--- config.mk ---
export PLATFORM = sky130hd
export DESIGN_NAME = acl_txbuf_ctrl_flat
export DESIGN_NICKNAME = d
export VERILOG_FILES = /design/src/rtl/bt_txbuf_pkg.sv /design/src/rtl/acl_txbuf_ctrl_if.sv /design/src/rtl/acl_txbuf_ram.sv /design/src/rtl/acl_txbuf_ctrl.sv /design/src/flat_wrapper.sv
export SDC_FILE = /design/constraint.sdc
export NUM_CORES = 1
export LEC_CHECK = 0
export BUFFER_PORTS_ARGS = -buffer_cell sky130_fd_sc_hd__buf_2
export CELL_PAD_IN_SITES_DETAIL_PLACEMENT = 1
export CELL_PAD_IN_SITES_GLOBAL_PLACEMENT = 2
export CORE_ASPECT_RATIO = 1.5
export CORE_MARGIN = 5
export CORE_UTILIZATION = 26
export CTS_CLUSTER_SIZE = 28
export DETAILED_ROUTE_END_ITERATION = 12
export PLACE_DENSITY = 0.6
export SLEW_MARGIN = 20
export SYNTH_ARGS = -nofsm -noshare
export SYNTH_HDL_FRONTEND = slang
export SYNTH_HIERARCHICAL = 1
export SYNTH_SLANG_ARGS = --single-unit
--- constraint.sdc ---
create_clock -name clk_6M -period 3.58 [get_ports clk_6M]
set_input_delay 0.895 -clock clk_6M [delete_from_list [all_inputs] [get_ports clk_6M]]
set_output_delay 0.895 -clock clk_6M [all_outputs]
set_load 0.03 [all_outputs]
--- src/rtl/bt_txbuf_pkg.sv ---
// Shared definitions for the ACL TX ping-pong payload buffer.
// Contents: default address width, FSM states, ARQ send-decision encoding and decoder.
package bt_txbuf_pkg;

  localparam int unsigned AW_DEF    = 5;
  localparam int unsigned DEPTH_DEF = 2 ** AW_DEF;

  typedef enum logic [0:0] {
    ST_IDLE = 1'b0,
    ST_READ = 1'b1
  } txbuf_state_e;

  typedef enum logic [1:0] {
    DEC_NEW  = 2'd0,
    DEC_OLD  = 2'd1,
    DEC_ZERO = 2'd2,
    DEC_NONE = 2'd3
  } send_dec_e;

  // First asserted request wins: new, then old, then zero-length.
  function automatic send_dec_e send_decode(input logic new_py, input logic old_py,
                                            input logic zero_py);
    if (new_py)       return DEC_NEW;
    else if (old_py)  return DEC_OLD;
    else if (zero_py) return DEC_ZERO;
    else              return DEC_NONE;
  endfunction

endpackage

--- src/rtl/acl_txbuf_ctrl_if.sv ---
// MCU-side and payload-encoder-side signals of the ACL TX buffer controller.
// master: MCU / link controller / encoder side (drives requests, receives payload).
// slave : the buffer controller.
interface acl_txbuf_ctrl_if
  import bt_txbuf_pkg::*;
#(
  parameter int unsigned AW = AW_DEF
);

  // connection entry
  logic          m_2active_p;
  logic          s_2active_p;
  // MCU fill side
  logic          mcu_wr_p;
  logic [7:0]    mcu_wdata;
  logic          mcu_commit_p;
  logic [AW:0]   mcu_commit_len;
  logic          mcu_flush_p;
  // TX slot / ARQ decision
  logic          pk_encode;
  logic          header_st_p;
  logic          txpktype_data;
  logic          sendnewpy;
  logic          sendoldpy;
  logic          send0py;
  // payload encoder read side
  logic          py_rd_p;
  logic          ms_TXslot_endp;
  logic          py_valid;
  logic [AW:0]   py_len;
  logic [7:0]    py_byte;
  logic          py_last_p;
  // status
  logic          fill_full;
  logic          cur_valid;
  logic          ovf_err;

  modport master (
    output m_2active_p, s_2active_p, mcu_wr_p, mcu_wdata, mcu_commit_p, mcu_commit_len,
           mcu_flush_p, pk_encode, header_st_p, txpktype_data, sendnewpy, sendoldpy,
           send0py, py_rd_p, ms_TXslot_endp,
    input  py_valid, py_len, py_byte, py_last_p, fill_full, cur_valid, ovf_err
  );

  modport slave (
    input  m_2active_p, s_2active_p, mcu_wr_p, mcu_wdata, mcu_commit_p, mcu_commit_len,
           mcu_flush_p, pk_encode, header_st_p, txpktype_data, sendnewpy, sendoldpy,
           send0py, py_rd_p, ms_TXslot_endp,
    output py_valid, py_len, py_byte, py_last_p, fill_full, cur_valid, ovf_err
  );

endinterface

--- src/rtl/acl_txbuf_ram.sv ---
// Two payload buffers of DEPTH bytes each, one write port, one registered read port.
// Ports:
//   clk_6M, rstz          clock, async active-low reset (read register only)
//   we/wr_buf/wr_addr/wdata  byte write into buffer wr_buf
//   re/rd_buf/rd_addr     read request; rdata returns 0 the cycle after re=0
//   rdata                 registered read byte
module acl_txbuf_ram
  import bt_txbuf_pkg::*;
#(
  parameter int unsigned AW = AW_DEF
) (
  input  logic          clk_6M,
  input  logic          rstz,
  input  logic          we,
  input  logic          wr_buf,
  input  logic [AW-1:0] wr_addr,
  input  logic [7:0]    wdata,
  input  logic          re,
  input  logic          rd_buf,
  input  logic [AW-1:0] rd_addr,
  output logic [7:0]    rdata
);

  localparam int unsigned DEPTH = 2 ** AW;

  // buffer select is the MSB of the flat index
  logic [7:0] mem [2*DEPTH];

  // storage array, no reset needed: contents only read after being written
  always_ff @(posedge clk_6M) begin
    if (we) mem[{wr_buf, wr_addr}] <= wdata;
  end

  // read register: zero when no byte is being presented
  always_ff @(posedge clk_6M or negedge rstz) begin
    if (!rstz)   rdata <= 8'h00;
    else if (re) rdata <= mem[{rd_buf, rd_addr}];
    else         rdata <= 8'h00;
  end

endmodule

--- src/rtl/acl_txbuf_ctrl.sv ---
// ACL TX payload source: ping-pong buffer pair between MCU and payload encoder.
// At each data-packet header the ARQ decision selects new payload, the un-ACKed
// payload again, or zero length; the selected payload is then streamed byte-serially.
// A buffer is only released for refilling once a following sendnewpy implies its ACK.
// Ports:
//   clk_6M  6 MHz baseband clock
//   rstz    asynchronous active-low reset
//   bus     acl_txbuf_ctrl_if.slave: MCU fill, ARQ decision, encoder read, status
module acl_txbuf_ctrl
  import bt_txbuf_pkg::*;
#(
  parameter int unsigned AW = AW_DEF
) (
  input  logic           clk_6M,
  input  logic           rstz,
  acl_txbuf_ctrl_if.slave bus
);

  localparam int unsigned LW    = AW + 1;
  localparam int unsigned DEPTH = 2 ** AW;
  localparam logic [LW-1:0] DEPTH_L = LW'(DEPTH);
  localparam logic [LW-1:0] ONE_L   = LW'(1);

  txbuf_state_e  state, state_n;
  logic          cur_sel, cur_sel_n;
  logic          pend_valid, pend_valid_n;
  logic [LW-1:0] pend_len, pend_len_n;
  logic [LW-1:0] cur_len, cur_len_n;
  logic          cur_valid, cur_valid_n;
  logic [LW-1:0] wr_ptr, wr_ptr_n;
  logic [LW-1:0] rd_ptr, rd_ptr_n;
  logic          ovf_err, ovf_err_n;
  logic          py_valid, py_valid_n;
  logic [LW-1:0] py_len, py_len_n;
  logic          py_last, py_last_n;

  logic          accept;
  send_dec_e     dec;
  logic [LW-1:0] len_sel;
  logic          we;
  logic          fill_sel;
  logic          re;
  logic          rd_buf;
  logic [AW-1:0] rd_addr;
  logic [7:0]    py_byte;

  assign fill_sel = ~cur_sel;
  assign accept   = (state == ST_IDLE) && bus.header_st_p && bus.pk_encode && bus.txpktype_data;
  assign dec      = send_decode(bus.sendnewpy, bus.sendoldpy, bus.send0py);

  // state register
  always_ff @(posedge clk_6M or negedge rstz) begin
    if (!rstz) begin
      state      <= ST_IDLE;
      cur_sel    <= 1'b0;
      pend_valid <= 1'b0;
      pend_len   <= '0;
      cur_len    <= '0;
      cur_valid  <= 1'b0;
      wr_ptr     <= '0;
      rd_ptr     <= '0;
      ovf_err    <= 1'b0;
      py_valid   <= 1'b0;
      py_len     <= '0;
      py_last    <= 1'b0;
    end else begin
      state      <= state_n;
      cur_sel    <= cur_sel_n;
      pend_valid <= pend_valid_n;
      pend_len   <= pend_len_n;
      cur_len    <= cur_len_n;
      cur_valid  <= cur_valid_n;
      wr_ptr     <= wr_ptr_n;
      rd_ptr     <= rd_ptr_n;
      ovf_err    <= ovf_err_n;
      py_valid   <= py_valid_n;
      py_len     <= py_len_n;
      py_last    <= py_last_n;
    end
  end

  // next state: MCU fill, ARQ decision, read session, then flush and connect overrides
  always_comb begin
    state_n      = state;
    cur_sel_n    = cur_sel;
    pend_valid_n = pend_valid;
    pend_len_n   = pend_len;
    cur_len_n    = cur_len;
    cur_valid_n  = cur_valid;
    wr_ptr_n     = wr_ptr;
    rd_ptr_n     = rd_ptr;
    ovf_err_n    = ovf_err;
    py_valid_n   = py_valid;
    py_len_n     = py_len;
    py_last_n    = 1'b0;
    len_sel      = '0;
    we           = 1'b0;
    re           = 1'b0;
    rd_buf       = cur_sel;
    rd_addr      = '0;

    // MCU writes land in the fill buffer; refused while pending or full
    if (bus.mcu_wr_p) begin
      if (pend_valid || (wr_ptr == DEPTH_L)) begin
        ovf_err_n = 1'b1;
      end else begin
        we       = 1'b1;
        wr_ptr_n = wr_ptr + ONE_L;
      end
    end

    // commit judged against pre-edge pend_valid, so it cannot collide with a swap
    if (bus.mcu_commit_p) begin
      if (pend_valid) begin
        ovf_err_n = 1'b1;
      end else begin
        pend_valid_n = 1'b1;
        pend_len_n   = (bus.mcu_commit_len > DEPTH_L) ? DEPTH_L : bus.mcu_commit_len;
        wr_ptr_n     = '0;
      end
    end

    case (state)
      ST_IDLE: begin
        if (accept) begin
          state_n    = ST_READ;
          py_valid_n = 1'b1;
          rd_ptr_n   = '0;
          case (dec)
            DEC_NEW: begin
              if (pend_valid) begin
                cur_sel_n    = ~cur_sel;
                cur_len_n    = pend_len;
                cur_valid_n  = 1'b1;
                pend_valid_n = 1'b0;
                len_sel      = pend_len;
              end else begin
                cur_valid_n = 1'b0;
              end
            end
            DEC_OLD:  len_sel = cur_valid ? cur_len : '0;
            DEC_ZERO: cur_valid_n = 1'b0;
            default:  len_sel = '0;
          endcase
          py_len_n = len_sel;
          // prefetch byte 0 of the (possibly new) current buffer
          if (len_sel != '0) begin
            re     = 1'b1;
            rd_buf = cur_sel_n;
          end
        end
      end

      ST_READ: begin
        if (bus.ms_TXslot_endp || (py_len == '0)) begin
          state_n    = ST_IDLE;
          py_valid_n = 1'b0;
        end else if (bus.py_rd_p && (rd_ptr < py_len)) begin
          rd_ptr_n = rd_ptr + ONE_L;
          if (rd_ptr == (py_len - ONE_L)) begin
            py_last_n  = 1'b1;
            state_n    = ST_IDLE;
            py_valid_n = 1'b0;
          end else begin
            re      = 1'b1;
            rd_addr = rd_ptr_n[AW-1:0];
          end
        end else begin
          // hold the presented byte; current buffer is never written
          re      = 1'b1;
          rd_addr = rd_ptr[AW-1:0];
        end
      end

      default: state_n = ST_IDLE;
    endcase

    // flush lands after any swap: only the fill side is discarded
    if (bus.mcu_flush_p) begin
      pend_valid_n = 1'b0;
      wr_ptr_n     = '0;
      ovf_err_n    = 1'b0;
    end

    // connection entry overrides everything, including an active read
    if (bus.m_2active_p || bus.s_2active_p) begin
      state_n      = ST_IDLE;
      cur_sel_n    = 1'b0;
      pend_valid_n = 1'b0;
      pend_len_n   = '0;
      cur_len_n    = '0;
      cur_valid_n  = 1'b0;
      wr_ptr_n     = '0;
      rd_ptr_n     = '0;
      ovf_err_n    = 1'b0;
      py_valid_n   = 1'b0;
      py_len_n     = '0;
      py_last_n    = 1'b0;
      we           = 1'b0;
      re           = 1'b0;
    end
  end

  acl_txbuf_ram #(.AW(AW)) u_ram (
    .clk_6M  (clk_6M),
    .rstz    (rstz),
    .we      (we),
    .wr_buf  (fill_sel),
    .wr_addr (wr_ptr[AW-1:0]),
    .wdata   (bus.mcu_wdata),
    .re      (re),
    .rd_buf  (rd_buf),
    .rd_addr (rd_addr),
    .rdata   (py_byte)
  );

  assign bus.py_valid  = py_valid;
  assign bus.py_len    = py_len;
  assign bus.py_byte   = py_byte;
  assign bus.py_last_p = py_last;
  assign bus.fill_full = pend_valid;
  assign bus.cur_valid = cur_valid;
  assign bus.ovf_err   = ovf_err;

endmodule

--- src/flat_wrapper.sv ---
// flat-port wrapper written by rule: the top's interface ports become plain ports
module acl_txbuf_ctrl_flat import bt_txbuf_pkg::*;
#(
  parameter int unsigned AW = AW_DEF
)
  (clk_6M, rstz, bus_m_2active_p, bus_s_2active_p, bus_mcu_wr_p, bus_mcu_wdata, bus_mcu_commit_p, bus_mcu_commit_len, bus_mcu_flush_p, bus_pk_encode, bus_header_st_p, bus_txpktype_data, bus_sendnewpy, bus_sendoldpy, bus_send0py, bus_py_rd_p, bus_ms_TXslot_endp, bus_py_valid, bus_py_len, bus_py_byte, bus_py_last_p, bus_fill_full, bus_cur_valid, bus_ovf_err);
  acl_txbuf_ctrl_if #(.AW(AW)) bus_i ();
  input  logic clk_6M;
  input  logic rstz;
  input wire logic [$bits(bus_i.m_2active_p)-1:0] bus_m_2active_p;
  input wire logic [$bits(bus_i.s_2active_p)-1:0] bus_s_2active_p;
  input wire logic [$bits(bus_i.mcu_wr_p)-1:0] bus_mcu_wr_p;
  input wire logic [$bits(bus_i.mcu_wdata)-1:0] bus_mcu_wdata;
  input wire logic [$bits(bus_i.mcu_commit_p)-1:0] bus_mcu_commit_p;
  input wire logic [$bits(bus_i.mcu_commit_len)-1:0] bus_mcu_commit_len;
  input wire logic [$bits(bus_i.mcu_flush_p)-1:0] bus_mcu_flush_p;
  input wire logic [$bits(bus_i.pk_encode)-1:0] bus_pk_encode;
  input wire logic [$bits(bus_i.header_st_p)-1:0] bus_header_st_p;
  input wire logic [$bits(bus_i.txpktype_data)-1:0] bus_txpktype_data;
  input wire logic [$bits(bus_i.sendnewpy)-1:0] bus_sendnewpy;
  input wire logic [$bits(bus_i.sendoldpy)-1:0] bus_sendoldpy;
  input wire logic [$bits(bus_i.send0py)-1:0] bus_send0py;
  input wire logic [$bits(bus_i.py_rd_p)-1:0] bus_py_rd_p;
  input wire logic [$bits(bus_i.ms_TXslot_endp)-1:0] bus_ms_TXslot_endp;
  output wire logic [$bits(bus_i.py_valid)-1:0] bus_py_valid;
  output wire logic [$bits(bus_i.py_len)-1:0] bus_py_len;
  output wire logic [$bits(bus_i.py_byte)-1:0] bus_py_byte;
  output wire logic [$bits(bus_i.py_last_p)-1:0] bus_py_last_p;
  output wire logic [$bits(bus_i.fill_full)-1:0] bus_fill_full;
  output wire logic [$bits(bus_i.cur_valid)-1:0] bus_cur_valid;
  output wire logic [$bits(bus_i.ovf_err)-1:0] bus_ovf_err;
  assign bus_i.m_2active_p = bus_m_2active_p;
  assign bus_i.s_2active_p = bus_s_2active_p;
  assign bus_i.mcu_wr_p = bus_mcu_wr_p;
  assign bus_i.mcu_wdata = bus_mcu_wdata;
  assign bus_i.mcu_commit_p = bus_mcu_commit_p;
  assign bus_i.mcu_commit_len = bus_mcu_commit_len;
  assign bus_i.mcu_flush_p = bus_mcu_flush_p;
  assign bus_i.pk_encode = bus_pk_encode;
  assign bus_i.header_st_p = bus_header_st_p;
  assign bus_i.txpktype_data = bus_txpktype_data;
  assign bus_i.sendnewpy = bus_sendnewpy;
  assign bus_i.sendoldpy = bus_sendoldpy;
  assign bus_i.send0py = bus_send0py;
  assign bus_i.py_rd_p = bus_py_rd_p;
  assign bus_i.ms_TXslot_endp = bus_ms_TXslot_endp;
  assign bus_py_valid = bus_i.py_valid;
  assign bus_py_len = bus_i.py_len;
  assign bus_py_byte = bus_i.py_byte;
  assign bus_py_last_p = bus_i.py_last_p;
  assign bus_fill_full = bus_i.fill_full;
  assign bus_cur_valid = bus_i.cur_valid;
  assign bus_ovf_err = bus_i.ovf_err;
  acl_txbuf_ctrl #(.AW(AW)) u_core (.clk_6M(clk_6M), .rstz(rstz), .bus(bus_i));
endmodule
# Word level (Yosys, flattened, before mapping)
# Memories as Yosys holds them, arrays and structs flattened.
# Index checks and enable logic that the tools add are counted.
# word_totals
mem_count	1
mem_bits_rw	512
input_bits	29
reg_bits	45
out_inout_bits	19
# op_classes
n_mux	88
bitwise_logic	2
n_reduce_logical	21
add_sub_neg	3
eq_ne	11
order_cmp	2
# mem_list
name	words	width	read_ports	rd_ports_with_merged_regs	write_ports	line_no	source
u_core.u_ram.mem	64	8	1	0	1	acl_txbuf_ram.sv:27	logic [7:0] mem [2*DEPTH];
# op_table
cell	count
two-way mux 6 bit	26
two-way mux 1 bit	49
one-hot mux 6 bit (2 select lines)	2
two-way mux 5 bit	4
adder 6 x 1 -> 6 bit, second input constant	2
AND reduction 3 bit	3
two-way mux 8 bit	1
inequality test 4 bit, second input constant	2
one-hot mux 1 bit (2 select lines)	4
nonzero test 2 bit	4
equality test 6 bit	1
equality test 6 bit, second input constant	1
> comparator 6 bit, second input constant	1
zero test 6 bit	1
< comparator 6 bit	1
inequality test 3 bit, second input constant	2
nonzero test 6 bit	1
subtractor 6 x 1 -> 6 bit, second input constant	1
logical AND 1 bit	4
two-way mux 2 bit	2
inequality test 2 bit, second input constant	2
AND reduction 2 bit	2
AND reduction 4 bit	1
logical OR 1 bit	3
other kinds (6)	7

# Longest topological paths before layout
# depth
ltp_word	13
depth_mapped	16
ltp_nobuf	12

# Hierarchy
# The synthesis kept the hierarchy.
# by_module_without_submodules
mod	n_inst	area_per_inst_um2	cells_each
acl_txbuf_ram	1	20229.4	945
acl_txbuf_ctrl	1	2413.6	285

# Least setup slack after synthesis
# No wires, ideal clock.
# synth_path
path_kind	register -> register
start	register u_core.py_len[1] (netlist: u_core/bus.py_len[1])
end	register u_core.u_ram.rdata[3]
path_buffers	3
setup_slack_ps	-40
path_stages_with_launch	16
t_arrival_ps	3499
period_less_slack_ps	3620
path_cell_list	dfrtp_1 > inv_1 > ha_1 > nand2b_1 > a21oi_1 > or3_1 > buf_2 > nor4_4 > nor3_1 > buf_6 > buf_8 > mux4_1 > mux2_2 > a21oi_1 > o21ai_1 > a22o_1
# synth_between
elab_chain_len	8
# synth_rtl
item	line_no	source
start: declaration	acl_txbuf_ctrl.sv:34	logic [LW-1:0] py_len, py_len_n;
start signal: assignment	acl_txbuf_ctrl.sv:77	py_len <= py_len_n;
subtractor 6 x 1 -> 6 bit	acl_txbuf_ctrl.sv:160	if (rd_ptr == (py_len - ONE_L)) begin
equality test 6 bit	acl_txbuf_ctrl.sv:160	
two-way mux 5 bit	acl_txbuf_ctrl.sv:160	
two-way mux 5 bit	acl_txbuf_ctrl.sv:158	end else if (bus.py_rd_p && (rd_ptr < py_len)) begin
two-way mux 5 bit (*)	acl_txbuf_ctrl.sv:155	if (bus.ms_TXslot_endp || (py_len == '0)) begin
two-way mux 5 bit (*)	acl_txbuf_ctrl.sv:123	case (state)
via u_core.rd_addr[0]	acl_txbuf_ctrl.sv:44	logic [AW-1:0] rd_addr;
memory read (64 x 8 bit) (*)	n/a	
two-way mux 8 bit (*)	acl_txbuf_ram.sv:37	else if (re) rdata <= mem[{rd_buf, rd_addr}];
end signal: assignment	acl_txbuf_ram.sv:37	
end: declaration	acl_txbuf_ram.sv:21	output logic [7:0] rdata
# The timed path passes the listed nets; every way through them passes the cells marked *.
# A chain may end at the register's enable or synchronous reset.

# Final worst setup path
# layout_path
start	register u_core.py_len[3] (netlist: u_core/bus.py_len[3])
end	register u_core.u_ram.rdata[0]
# Same word-level chain as after synthesis.

==> flow_summary.ini <==
[run_status]
status = complete, but fails checks
violations = negative setup slack

[critical_path]
reg2reg_to = u_core/u_ram/rdata[0]
arrival_ns = 4.07
reg2reg_depth = 16
critPathLaunchType = register
timing.rr.start = u_core/bus.py_len[3]
crit_required_ns = 4.03
worst-setup-path-type = register to register
cp_max_fo = 14
critPathCaptureType = register
reg2reg_slack_ns = -0.03

[synth]
syn-instance-count = 1230
synth_cell_types = 60
syn_area_um2 = 22600
yosys_warnings = 6
synth-edff-count = 512
synth-main-ff-cell = edfxtp_1
async_reset_ff_share_pct = 8.08
synth-seq-cells = 557
syn-num-nets = 1270
avgSynthCellArea_um2 = 18.4
ys_seq_area_share_pct = 72.9

[placed_design]
gp_congestion = 0.793
place_area_um2 = 26000
portBuffers = 47
dp_hpwl_mm = 45.3
dp_slack_ns = -0.448

[layout]
stdcell_area_um2 = 28400
nNetsFinal = 1558
drive_gt1_share_pct = 38.2
final_cell_mix = 512 x edfxtp_1, 221 x buf_4, 122 x mux4_2
syn_to_final_growth_pct = 25.6
final_common_cell = edfxtp_1
final_core_util_pct = 32.9

[die]
die_w_um = 251
die_h_um = 371
fp.dieArea_um2 = 93200
initial_utilization_pct = 26.2
io_pins = 48
core_um2 = 86400
std_cell_rows = 132

[power]
comb_power_share_pct = 1.9
pwr-share-clk_pct = 43.1
power_density_nw_per_um2 = 454
p_int_mw = 10.4
ir_drop_mv = 0.360
p_seq_share_pct = 55.0
power.switching_fraction_pct = 19.9
power_switching_mw = 2.57
leakage_nw = 9.18

[route]
first_pass_iters = 6
drtAntennaViolNets = 0
totalWireLength_mm = 65.6
drc_errors = 0
drt_iter0_markers = 918
vias = 12618
wl_per_cell_um = 24.3
viasPerCell = 4.68

[sta]
finalMaxSlewViolations = 0
worstMarginPinSlew_ns = 0.920
fin_crit_ns = 3.61
fin_crit_sh_pct = 101
setup_viol = 1
finClkSkew_ns = 0.0122
rsz0062_at_grt = yes
fmax_ghz = 0.277
slew_headroom_pct = 38.7
worst_slack_ns = -0.0322
hold_viol = 0

[global_routing]
grt_pass1_vias = 13867
grt_util_all_layers_pct = 13.8
antenna_found_initial = 1
grt-ovfl-total = 0
grt_pass1_wl_mm = 95.9
grt_max_degree = 65

[cts]
postCtsHoldBufs = 0
clk_pin_slew_ns = 0.06
clk_latency_ns = 0.58
htree_levels = 2
cts_buffers = 51
root_buffer = clkbuf_16
cts_max_path_buffers = 3
cts_sinks = 557
cts_tree = done

[flow_run]
maxCapViolations = 0

[min_path]
hold_class = input port to asynchronous set/reset pin
## cell usage after synthesis (12+ instances only)
cell type  count  area share, %
a21oi_1       36           0.80
buf_2         22           0.49
clkbuf_1      25           0.41
dfrtp_1       45            5.0
edfxtp_1     512             68
inv_1         14           0.23
mux2_2        12           0.60
mux2i_1       32            1.4
mux4_2       116             12
nand2_1       47           0.78
nand3_1       24           0.53
nor2_1        97            1.6
nor2b_1       14           0.39
nor3_1        25           0.55
o21ai_0       27           0.60
o22ai_1       13           0.36
xnor2_1       13           0.50
## power by group through the flow
stage	Combinational [mW]	Clock (mW)	Sequential, mW
after floorplan	0.0508	0	7.25
after global placement	0.234	0	7.25
after detailed placement	0.243	0	7.25
after CTS	0.247	5.76	7.11
after global routing	0.264	6.00	7.10
final	0.243	5.57	7.11
## repair_timing
action / 4_1_cts / 5_1_grt
cloned: 4 / 2
endpoints found under the hold margin: 0 / 0
setup buffers: 3 / 6
gates resized for setup: 70 / 55
setup endpoints to repair: 8 / 8
pin swaps: 14 / 11
## final cells by class
cell class / count / area (um2)
clock buffer: 61 / 1310
tap: 1139 / 1430
timing repair buffer: 303 / 2570
inverter: 14 / 55.1
antenna: 1 / 2.50
sequential: 557 / 16500
fill: 8769 / 57900
multi-input combinational: 591 / 6220
clock inverter: 30 / 360
## registers in the layout (all words and copies together), names as in the netlist
name	cells
u_core/bus.cur_valid	1
u_core/bus.py_valid	1
u_core/u_ram/rdata	8
u_core/state	1
u_core/cur_len	6
u_core/pend_len	6
u_core/wr_ptr	6
u_core/u_ram/mem	512
u_core/cur_sel	1
u_core/rd_ptr	6
u_core/bus.py_last_p	1
u_core/bus.ovf_err	1
u_core/bus.fill_full	1
u_core/bus.py_len	6
## metal layers
layer | vias up | global-route usage (%) | share of wire, %
li1 | 5530 | - | -
met1 | 6744 | 16.1 | 39
met2 | 240 | 25.8 | 54
met3 | 102 | 1.55 | 3.1
met4 | 2 | 5.43 | 3.9
met5 | - | 0 | 0.020
## metrics by stage
stage	hold slack (ns)	TNS (ns)	power (mW)	std cells
3_3_place_gp	0.515	-2.47	7.48	2592
2_1_floorplan	0.497	0	7.30	1230
4_1_cts	0.242	-0.112	13.1	2689
5_1_grt	0.286	-0.559	13.4	2695
3_5_place_dp	0.520	-2.65	7.49	2592
6_report	0.263	-0.0322	12.9	2696
## critical path: stages (launching register included)
cell and delay [ns]:
dfrtp_2 0.41, inv_2 0.07, ha_4 0.20, a21oi_4 0.14, nor2_4 0.04, or3_4 0.41
nor4_4 0.39, buf_6 0.19, nor3_4 0.06, buf_6 0.15, buf_12 0.15, buf_4 0.18
mux4_2 0.21, nor2b_1 0.29, a211oi_1 0.09, buf_4 0.14, o41ai_1 0.35
## worst max-delay path by stage
stage | slack [ns] | start | cells past startpoint | end
final | -0.03 | u_core/bus.py_len[3] | 16 | u_core/u_ram/rdata[0]
after floorplan | 0.0005 | u_core/bus.py_len[2] | 15 | u_core/u_ram/rdata[3]
after detailed placement | -0.45 | bus_ms_TXslot_endp | 12 | u_core/u_ram/rdata[5]
after global routing | -0.1 | u_core/bus.py_len[1] | 18 | u_core/u_ram/rdata[0]
after CTS | -0.06 | u_core/bus.py_len[5] | 15 | u_core/u_ram/rdata[4]
after global placement | -0.42 | bus_ms_TXslot_endp | 12 | u_core/u_ram/rdata[5]
## cells by family (layout without fill, tap and decap cells)
group	count (synthesis)	after routing	synth area share [%]
DFF	557	557	72.9
and+or+nand+nor	270	270	5.93
muxes	169	169	14.6
AOI/OAI and AO/OA	126	126	3.60
buffers and inverters	82	408	1.81
xor gates and xnor gates	15	15	0.580
adders and majority gates	11	11	0.608
other	0	1	0
No activity file was read; power rests on OpenSTA's default activity.
